===== config.mk =====
export PLATFORM = sky130hd
export DESIGN_NAME = cache_req_arbiter
export DESIGN_NICKNAME = d
export VERILOG_FILES = /design/src/rtl/cache_req_arbiter.sv
export SDC_FILE = /design/constraint.sdc
export NUM_CORES = 1
export LEC_CHECK = 0
export CAP_MARGIN = 40
export CORE_ASPECT_RATIO = 0.9
export CORE_MARGIN = 4
export CORE_UTILIZATION = 23
export CTS_CLUSTER_SIZE = 24
export DETAILED_ROUTE_END_ITERATION = 10
export HOLD_SLACK_MARGIN = 0.03
export PLACE_DENSITY_LB_ADDON = 0.05
export SETUP_SLACK_MARGIN = 0.15
export SYNTH_ARGS = -nofsm -noshare
export SYNTH_HDL_FRONTEND = slang
export SYNTH_SLANG_ARGS = --single-unit
export TNS_END_PERCENT = 50

===== constraint.sdc =====
create_clock -name clk -period 22.6 [get_ports clk]
set_input_delay 2.26 -clock clk [delete_from_list [all_inputs] [get_ports clk]]
set_output_delay 2.26 -clock clk [all_outputs]
set_load 0.02 [all_outputs]

===== src/rtl/cache_req_arbiter.sv =====
// rtl/cache_req_arbiter.sv - round-robin arbiter sharing one cache lookup port
//
// Serialises lookups from NUM_REQ trace requesters onto a single cache port,
// samples the cache's registered hit_flag two cycles after issue, returns a
// tagged response and keeps per-requester hit/miss counters.
//
// Ports:
//   clk, rst        - clock, asynchronous active-high reset
//   req_valid/addr  - per-requester lookup request (addr flattened, ADDR_WIDTH each)
//   req_ready       - one-hot combinational grant (IDLE only)
//   cache_addr      - registered address to the cache
//   cache_rd_en     - registered read strobe, high for the ISSUE cycle only
//   cache_hit_flag  - cache's registered hit indication
//   resp_valid/id/hit - one-cycle tagged response
//   hit_cnt/miss_cnt  - per-requester counters (flattened, CNT_W each)
//   cnt_clr         - synchronous clear of all counters
//   busy            - FSM not in IDLE
module cache_req_arbiter #(
  parameter int NUM_REQ    = 4,
  parameter int ADDR_WIDTH = 32,
  parameter int CNT_W      = 32,
  parameter int ID_W       = $clog2(NUM_REQ)
) (
  input  logic                          clk,
  input  logic                          rst,
  input  logic [NUM_REQ-1:0]            req_valid,
  input  logic [NUM_REQ*ADDR_WIDTH-1:0] req_addr,
  output logic [NUM_REQ-1:0]            req_ready,
  output logic [ADDR_WIDTH-1:0]         cache_addr,
  output logic                          cache_rd_en,
  input  logic                          cache_hit_flag,
  output logic                          resp_valid,
  output logic [ID_W-1:0]               resp_id,
  output logic                          resp_hit,
  output logic [NUM_REQ*CNT_W-1:0]      hit_cnt,
  output logic [NUM_REQ*CNT_W-1:0]      miss_cnt,
  input  logic                          cnt_clr,
  output logic                          busy
);

  typedef enum logic [1:0] {IDLE, ISSUE, RESP} state_t;

  state_t          state, state_nxt;
  logic [ID_W-1:0] owner;
  logic [ID_W-1:0] last_grant;
  logic [ID_W-1:0] grant_id;
  logic            grant_any;
  logic            grant_fire;

  logic [CNT_W-1:0] hit_cnt_r  [NUM_REQ];
  logic [CNT_W-1:0] miss_cnt_r [NUM_REQ];

  // Circular search starting one past the previous winner, so the most
  // recently served requester has the lowest priority.
  always_comb begin : grant_search
    int idx;
    idx       = 0;
    grant_any = 1'b0;
    grant_id  = '0;
    for (int k = 1; k <= NUM_REQ; k++) begin
      idx = (int'(last_grant) + k) % NUM_REQ;
      if (!grant_any && req_valid[idx[ID_W-1:0]]) begin
        grant_any = 1'b1;
        grant_id  = idx[ID_W-1:0];
      end
    end
  end

  assign grant_fire = (state == IDLE) && grant_any && !rst;
  assign req_ready  = grant_fire ? (NUM_REQ'(1) << grant_id) : '0;
  assign busy       = (state != IDLE);

  always_ff @(posedge clk or posedge rst) begin
    if (rst) begin
      state <= IDLE;
    end else begin
      state <= state_nxt;
    end
  end

  always_comb begin
    state_nxt = state;
    case (state)
      IDLE:    if (grant_any) state_nxt = ISSUE;
      ISSUE:   state_nxt = RESP;
      RESP:    state_nxt = IDLE;
      default: state_nxt = IDLE;
    endcase
  end

  always_ff @(posedge clk or posedge rst) begin
    if (rst) begin
      cache_addr  <= '0;
      cache_rd_en <= 1'b0;
      owner       <= '0;
      last_grant  <= ID_W'(NUM_REQ - 1);
      resp_valid  <= 1'b0;
      resp_id     <= '0;
      resp_hit    <= 1'b0;
    end else begin
      resp_valid  <= 1'b0;
      cache_rd_en <= 1'b0;
      if (state == IDLE && grant_any) begin
        cache_addr  <= req_addr[grant_id*ADDR_WIDTH +: ADDR_WIDTH];
        cache_rd_en <= 1'b1;
        owner       <= grant_id;
        last_grant  <= grant_id;
      end
      // hit_flag is registered by the cache on the ISSUE closing edge, so it
      // describes this lookup during RESP.
      if (state == RESP) begin
        resp_valid <= 1'b1;
        resp_hit   <= cache_hit_flag;
        resp_id    <= owner;
      end
    end
  end

  // Clear takes priority over a coincident RESP increment.
  always_ff @(posedge clk or posedge rst) begin
    if (rst) begin
      for (int i = 0; i < NUM_REQ; i++) begin
        hit_cnt_r[i]  <= '0;
        miss_cnt_r[i] <= '0;
      end
    end else if (cnt_clr) begin
      for (int i = 0; i < NUM_REQ; i++) begin
        hit_cnt_r[i]  <= '0;
        miss_cnt_r[i] <= '0;
      end
    end else if (state == RESP) begin
      if (cache_hit_flag) begin
        hit_cnt_r[owner] <= hit_cnt_r[owner] + CNT_W'(1);
      end else begin
        miss_cnt_r[owner] <= miss_cnt_r[owner] + CNT_W'(1);
      end
    end
  end

  for (genvar i = 0; i < NUM_REQ; i++) begin : g_cnt_flat
    assign hit_cnt[i*CNT_W +: CNT_W]  = hit_cnt_r[i];
    assign miss_cnt[i*CNT_W +: CNT_W] = miss_cnt_r[i];
  end

endmodule


==> results.md, run 1 <==
* Worst r2r path cells at 7
* Worst hold margin at 476 ps
* Final core utilization at 32.7%
* Hold depth at 2
* Critical Path RT at 20340 ps
* Die Y at 269 um
* Power Internal at between 1 and 1.5 mW
* Power, Total at roughly 1.9 mW
* EDFF count, synth at 0
* Area fraction of the dominant cell type after synthesis at a little over two fifths
* Die area at 80100 sq um
* GPL Wtd Cong at between 0.7 and 0.8
* First-pass DRT Iterations at 5
* CTS tree: done
* DP Area at 23000 sq um
* Nets at 2275
* Synthesized flop and latch total at 299
* Crit path max fanout at around 70
* Critical Path Sink Type: primary output
* Net Sw Frac at 34.5%
* Total nets after synthesis at 1913
* YS warnings at 0
* Top Ports at 434
* Min-Delay Endpoint: cache_addr[3]$_DFFE_PP0P_
* Clk buf depth at 3
* Synth area leaders: dfrtp_1 43%, mux4_2 7.4%, nand2_1 5.6%
* Rel. slew slack at between 30% and 40%
* Root Driver: clkbuf_16
* Flop pwr share at approximately a third
* Total grt overflow at 0
* Fill cell count at about 7600
* Core Area at 74800 sq um
* Post_cts resized at 0
* Clock transition at path regs at 50 ps
* Row cnt at 95
* Syn avg cell area at roughly 9.8 sq um
* Post-CTS setup buffers at 0
* Clock power frac at 37.0%
* Vias in the first global route at approximately 17000
* Skew final at 28.7 ps
* Detailed Route Iter0 Violations at ~1100
* Async set-reset flop share out of synthesis at 100%
* Final Hold Fails at 0
* Initial antenna violation count at 2
* Post-route clock period utilization at a little under a third
* GRT Overall Usage at between 10% and 20%
* F_max at 143 MHz
* CTS sink cnt at 299
* Max-slew violation count at 0
* HPWL Detailed at 53700 um
* Design Area, Final at 24400 sq um
* Layout cells sized above 1 at 12.0%
* Post-synthesis cell count at 1775
* Switching power at 648 uW
* Combinational share of power at 29.7%
* Area delta synth->final at 40.4%
* # DRC at 0
* Synth Cell Area at 17400 sq um
* Setup TNS at 0 ps
* Clk_lat worst skew at a little under 600 ps
* Seq/Total Area, Yosys at 43.0%
* Worst-case vdd ir drop at 0.0000474 V
* Endpoints failing setup at 0
* Worst R2R Start: owner[0]$_DFFE_PP0P_
* Synth Flop Type: dfrtp_1
* CTS Hold Bufs at 0
* Multi-input gate area at 9220 sq um
* Most frequent cell after synthesis: dfrtp_1
* Register Area at 7490 sq um
* Final WS setup at ~16000 ps
* Largest net degree at the start of global routing at 100
* Max_cap viols at 0
* Worst Hold Launch: cache_addr[3]$_DFFE_PP0P_
* Die Span X at 298 um
* Status: complete, no violations
* First-pass GRT wire length at 117000 um
* Wire per inst at between 20 and 30 um
* Lkg Pwr at 10.2 nW
* Commonest cells in the netlist: 297 x dfrtp_1, 259 x nand2_1, 137 x o21ai_0
* Distinct cells, synth at 62
* Post-Layout Cell Count at approximately 3100
* Worst-Margin Slew at 917 ps
* Post-Place Setup Slack at 15550 ps
* Via-to-Cell Ratio at roughly 5.2
* PwrDens at 77.0 nW/um^2
* Worst hold path type: reg -> reg
* ANT nets after route at 0
* Clock buffer count from CTS at approximately 40
* WL final at 79600 um
* Placed insts at 3064
* Vias at 16300
* Worst R2R End: miss_cnt[124]$_DFFE_PP0P_
* Critical path launch point type: input pin
* I/O Buffers at between 400 and 500
* Initial Utilization at a little under a quarter
* H-Tree Depth at 2
* Minimum clock period at 7000 ps
* Worst path arrival time at 4740 ps
* Crit Path Category: in -> out
* Unrepaired setup endpoints after global routing: false
* R2r setup slk at 17880 ps
* Yosys top cell by area: dfrtp_1
-- worst max-delay path, stage by stage --
cell and delay [ps]:
clkdlybuf4s50_1 460, nor4_1 590, or2_2 220, buf_4 490, nor4b_1 130, clkdlybuf4s50_1 580
-- layer usage --
| layer | global-route usage, % | share of wire, % |
|---|---|---|
| met1 | 26.5 | 45 |
| met2 | 31.1 | 47 |
| met3 | 4.12 | 6.1 |
| met4 | 4.41 | 2.0 |
| met5 | 0 | 0.018 |
-- final cells by class --
type                    instances  share of cell area (%)
clock buffers                  60                    5.03
well taps                     970                    4.97
flip-flops and latches        299                    30.7
inverters                      12                   0.215
diodes                          1                  0.0102
clock inverters                15                   0.809
multi-input cells            1293                    37.7
repair buffers                490                    20.6
-- worst max path at each step --
stage	start	end	slack [ps]	cells after the start
floorplan	rst	req_ready[3]	10800	2
global placement	req_valid[1]	req_ready[0]	15620	6
detailed placement	req_valid[1]	req_ready[1]	15550	6
CTS	req_valid[1]	req_ready[1]	15540	6
global route	req_valid[1]	req_ready[1]	15420	6
finish	req_valid[1]	req_ready[1]	15600	6
-- cell families (layout without fill, tap and decap cells) --
logic type               after synthesis  count (layout)  share of synthesized area [%]
AO/OA/AOI/OAI                        442             442                           17.6
XOR/XNOR                              25              25                           1.26
adder cells (fa/ha/maj)                2               2                          0.144
buffers and inverters                183             577                           5.05
flip-flops                           299             299                           43.0
multiplexers                         160             160                           14.2
other                                  0               1                              0
AND/OR/NAND/NOR                      664             664                           18.7
-- placed cells by master (no fill, tap or decap), types with 41 or more instances in the layout --
cell / Yosys / routed
nand3_1: 80 / 79
mux2i_1: 64 / 64
a21oi_1: 87 / 81
mux4_2: 57 / 57
nor2_1: 123 / 123
dfrtp_1: 297 / 295
o21ai_0: 137 / 137
clkdlybuf4s50_1: 0 / 433
a221o_1: 85 / 85
clkbuf_16: 0 / 41
nand2_1: 259 / 253
-- power by group through the flow --
stage               registers, mW  clock network (mW)  logic [mW]
finish                      0.627               0.696       0.558
global route                0.635               0.735       0.605
CTS                         0.629               0.716       0.574
detailed placement          0.637                   0       0.572
global placement            0.637                   0       0.564
floorplan                   0.651                   0       0.316
-- state kept, by name, summed over array words and instances (netlist names) --
register	cells
hit_cnt	128
resp_hit	1
state	2
owner	2
last_grant	2
resp_id	2
cache_addr	32
resp_valid	1
cache_rd_en	1
miss_cnt	128
(Power assumes the default switching activity.)
==> inputs of run 2 (changes only) <==
- clock period: 22.6 -> 7.25 ns (I/O delays scaled with it)
==> run 2 against run 1 <==
Compared with the run above: die area stayed put; sequential cell count stayed put; setup slack worse by 13000 ps; wire length is 0.41% lower; total power grew to 3.1 times the previous value; clock skew is 5.0 ps higher; core utilization is 0.25 points lower; largest power group unchanged; highest routed layer is now met4.
==> results.md, run 2 (same netlist as run 1, synthesis figures left out) <==
* Nets at 2271
* GRT Overall Usage at 19.0%
* Final Hold Fails at 0
* Die Span X at slightly below 300 um
* Wire per inst at 25.2 um
* Min-Delay Endpoint: cache_addr[28]$_DFFE_PP0P_
* Die area at 80100 sq um
* WP buf/inv at 4
* Clk_lat worst skew at between 500 and 600 ps
* First-pass DRT Iterations at 7
* # DRC at 0
* WL final at 79200 um
* Worst hold margin at ~480 ps
* Most frequent cells in the layout: 433 x clkdlybuf4s50_1, 295 x dfrtp_1, 256 x nand2_1
* Critical Path RT at 6520 ps
* Rel. slew slack at a little under a quarter
* I/O Buffers at 433
* Post-Place Setup Slack at around 2800 ps
* Final core utilization at about a third
* Worst-case vdd ir drop at 0.000153 V
* Lkg Pwr at 10.1 nW
* Minimum clock period at 4490 ps
* Critical path depth in cells at 7
* Clock buffer count from CTS at 40
* DP Area at 22900 sq um
* CTS tree: done
* Post-CTS setup buffers at 0
* Endpoints failing setup at 0
* Skew final at 33.8 ps
* Status: complete, no violations
* Critical path launch point type: input pin
* Clock transition at path regs at 60 ps
* Initial antenna violation count at 7
* Top Ports at 434
* R2r setup slk at between 3000 and 4000 ps
* Worst-Margin Slew at 1140 ps
* Worst hold path type: reg -> reg
* Worst-path cell chain: clkdlybuf4s50_1, nor4_1, or2_2, buf_4, inv_1, and4_1, clkdlybuf4s50_1
* Via-to-Cell Ratio at 5.16
* CTS Hold Bufs at 0
* Initial Utilization at a little under a quarter
* Max_cap viols at 0
* Final WS setup at 2760 ps
* Hold depth at 2
* Critical Path Sink Type: primary output
* H-Tree Depth at 2
* Area delta synth->final at 39.3%
* Commonest non-fill, non-tap cell in the layout: clkdlybuf4s50_1
* Largest stage delay, worst path at 650 ps
* Setup TNS at 0 ps
* Post_cts resized at 0
* Worst R2R End: miss_cnt[62]$_DFFE_PP0P_
* Post-route clock period utilization at 61.9%
* Core Area at 74800 sq um
* Vias at 16200
* CTS sink cnt at 299
* HPWL Detailed at between 50000 and 60000 um
* Delay-heaviest family, CP: buffers and inverters
* PwrDens at 237 nW/um^2
* Worst r2r path cells at 6
* Crit Path Category: in -> out
* First-pass GRT wire length at 116000 um
* Die Y at 269 um
* Detailed Route Iter0 Violations at 974
* Design Area, Final at 24200 sq um
* Worst path arrival time at 3760 ps
* Largest net degree at the start of global routing at 167
* GPL Wtd Cong at 0.745
* ANT nets after route at 0
* F_max at 223 MHz
* Total grt overflow at 0
* Vias in the first global route at 16400
* Max-slew violation count at 0
* Layout cells sized above 1 at 11.5%
* CP most frequent cell: clkdlybuf4s50_1
* Row cnt at 95
* Worst Hold Launch: cache_addr[28]$_DFFE_PP0P_
* Crit path max fanout at 70
* Root Driver: clkbuf_16
* Worst R2R Start: owner[1]$_DFFE_PP0P_
* Clk buf depth at 3
* Crit-path slowest cell: nor4_1
* Unrepaired setup endpoints after global routing: false
[run 2: worst max-delay path by stage]
stage | start | endpoint | slack, ps
finish | req_valid[0] | req_ready[3] | 2760
floorplan | rst | req_ready[3] | 680
global placement | cnt_clr | miss_cnt[121]$_DFFE_PP0P_ | 2670
CTS | req_valid[0] | req_ready[3] | 2760
detailed placement | req_valid[0] | req_ready[3] | 2750
global route | req_valid[0] | req_ready[3] | 2560
[run 2: worst reg2reg max path: stages (launching register included)]
cell     delay, ps
dfrtp_4        750
buf_4          580
mux4_2         550
nand4_2        650
nor4_1         960
a21oi_1        160
a221o_1        300
[run 2: metrics by stage]
stage               total power, mW  std cells
finish                         5.74       3142
floorplan                      3.01       1775
CTS                            5.86       3135
global placement               3.71       3045
global route                   6.02       3137
detailed placement             3.74       3061
[run 2: per-layer routing]
metal / wire [um] / GRT usage (%) / vias up
met3: 4910 / 4.11 / 75
met1: 34700 / 25.4 / 8223
met5: 0 / 0 / -
met4: 1280 / 3.83 / 0
met2: 38400 / 32.0 / 511
li1: - / - / 7391
[run 2: where the power goes]
group / internal, mW / switching (mW) / total (mW)
clock network: 1.25 / 0.829 / 2.08
logic: 0.712 / 0.981 / 1.69
registers: 1.80 / 0.164 / 1.97
[run 2: layout make-up]
class | count | area (sq um)
fill | 7599 | 50500
multi-input combinational | 1293 | 9220
sequential | 299 | 7490
timing repair buffer | 487 | 4890
inverter | 12 | 48.8
tap | 970 | 1210
clock inverter | 13 | 159
antenna | 7 | 17.5
clock buffer | 61 | 1200
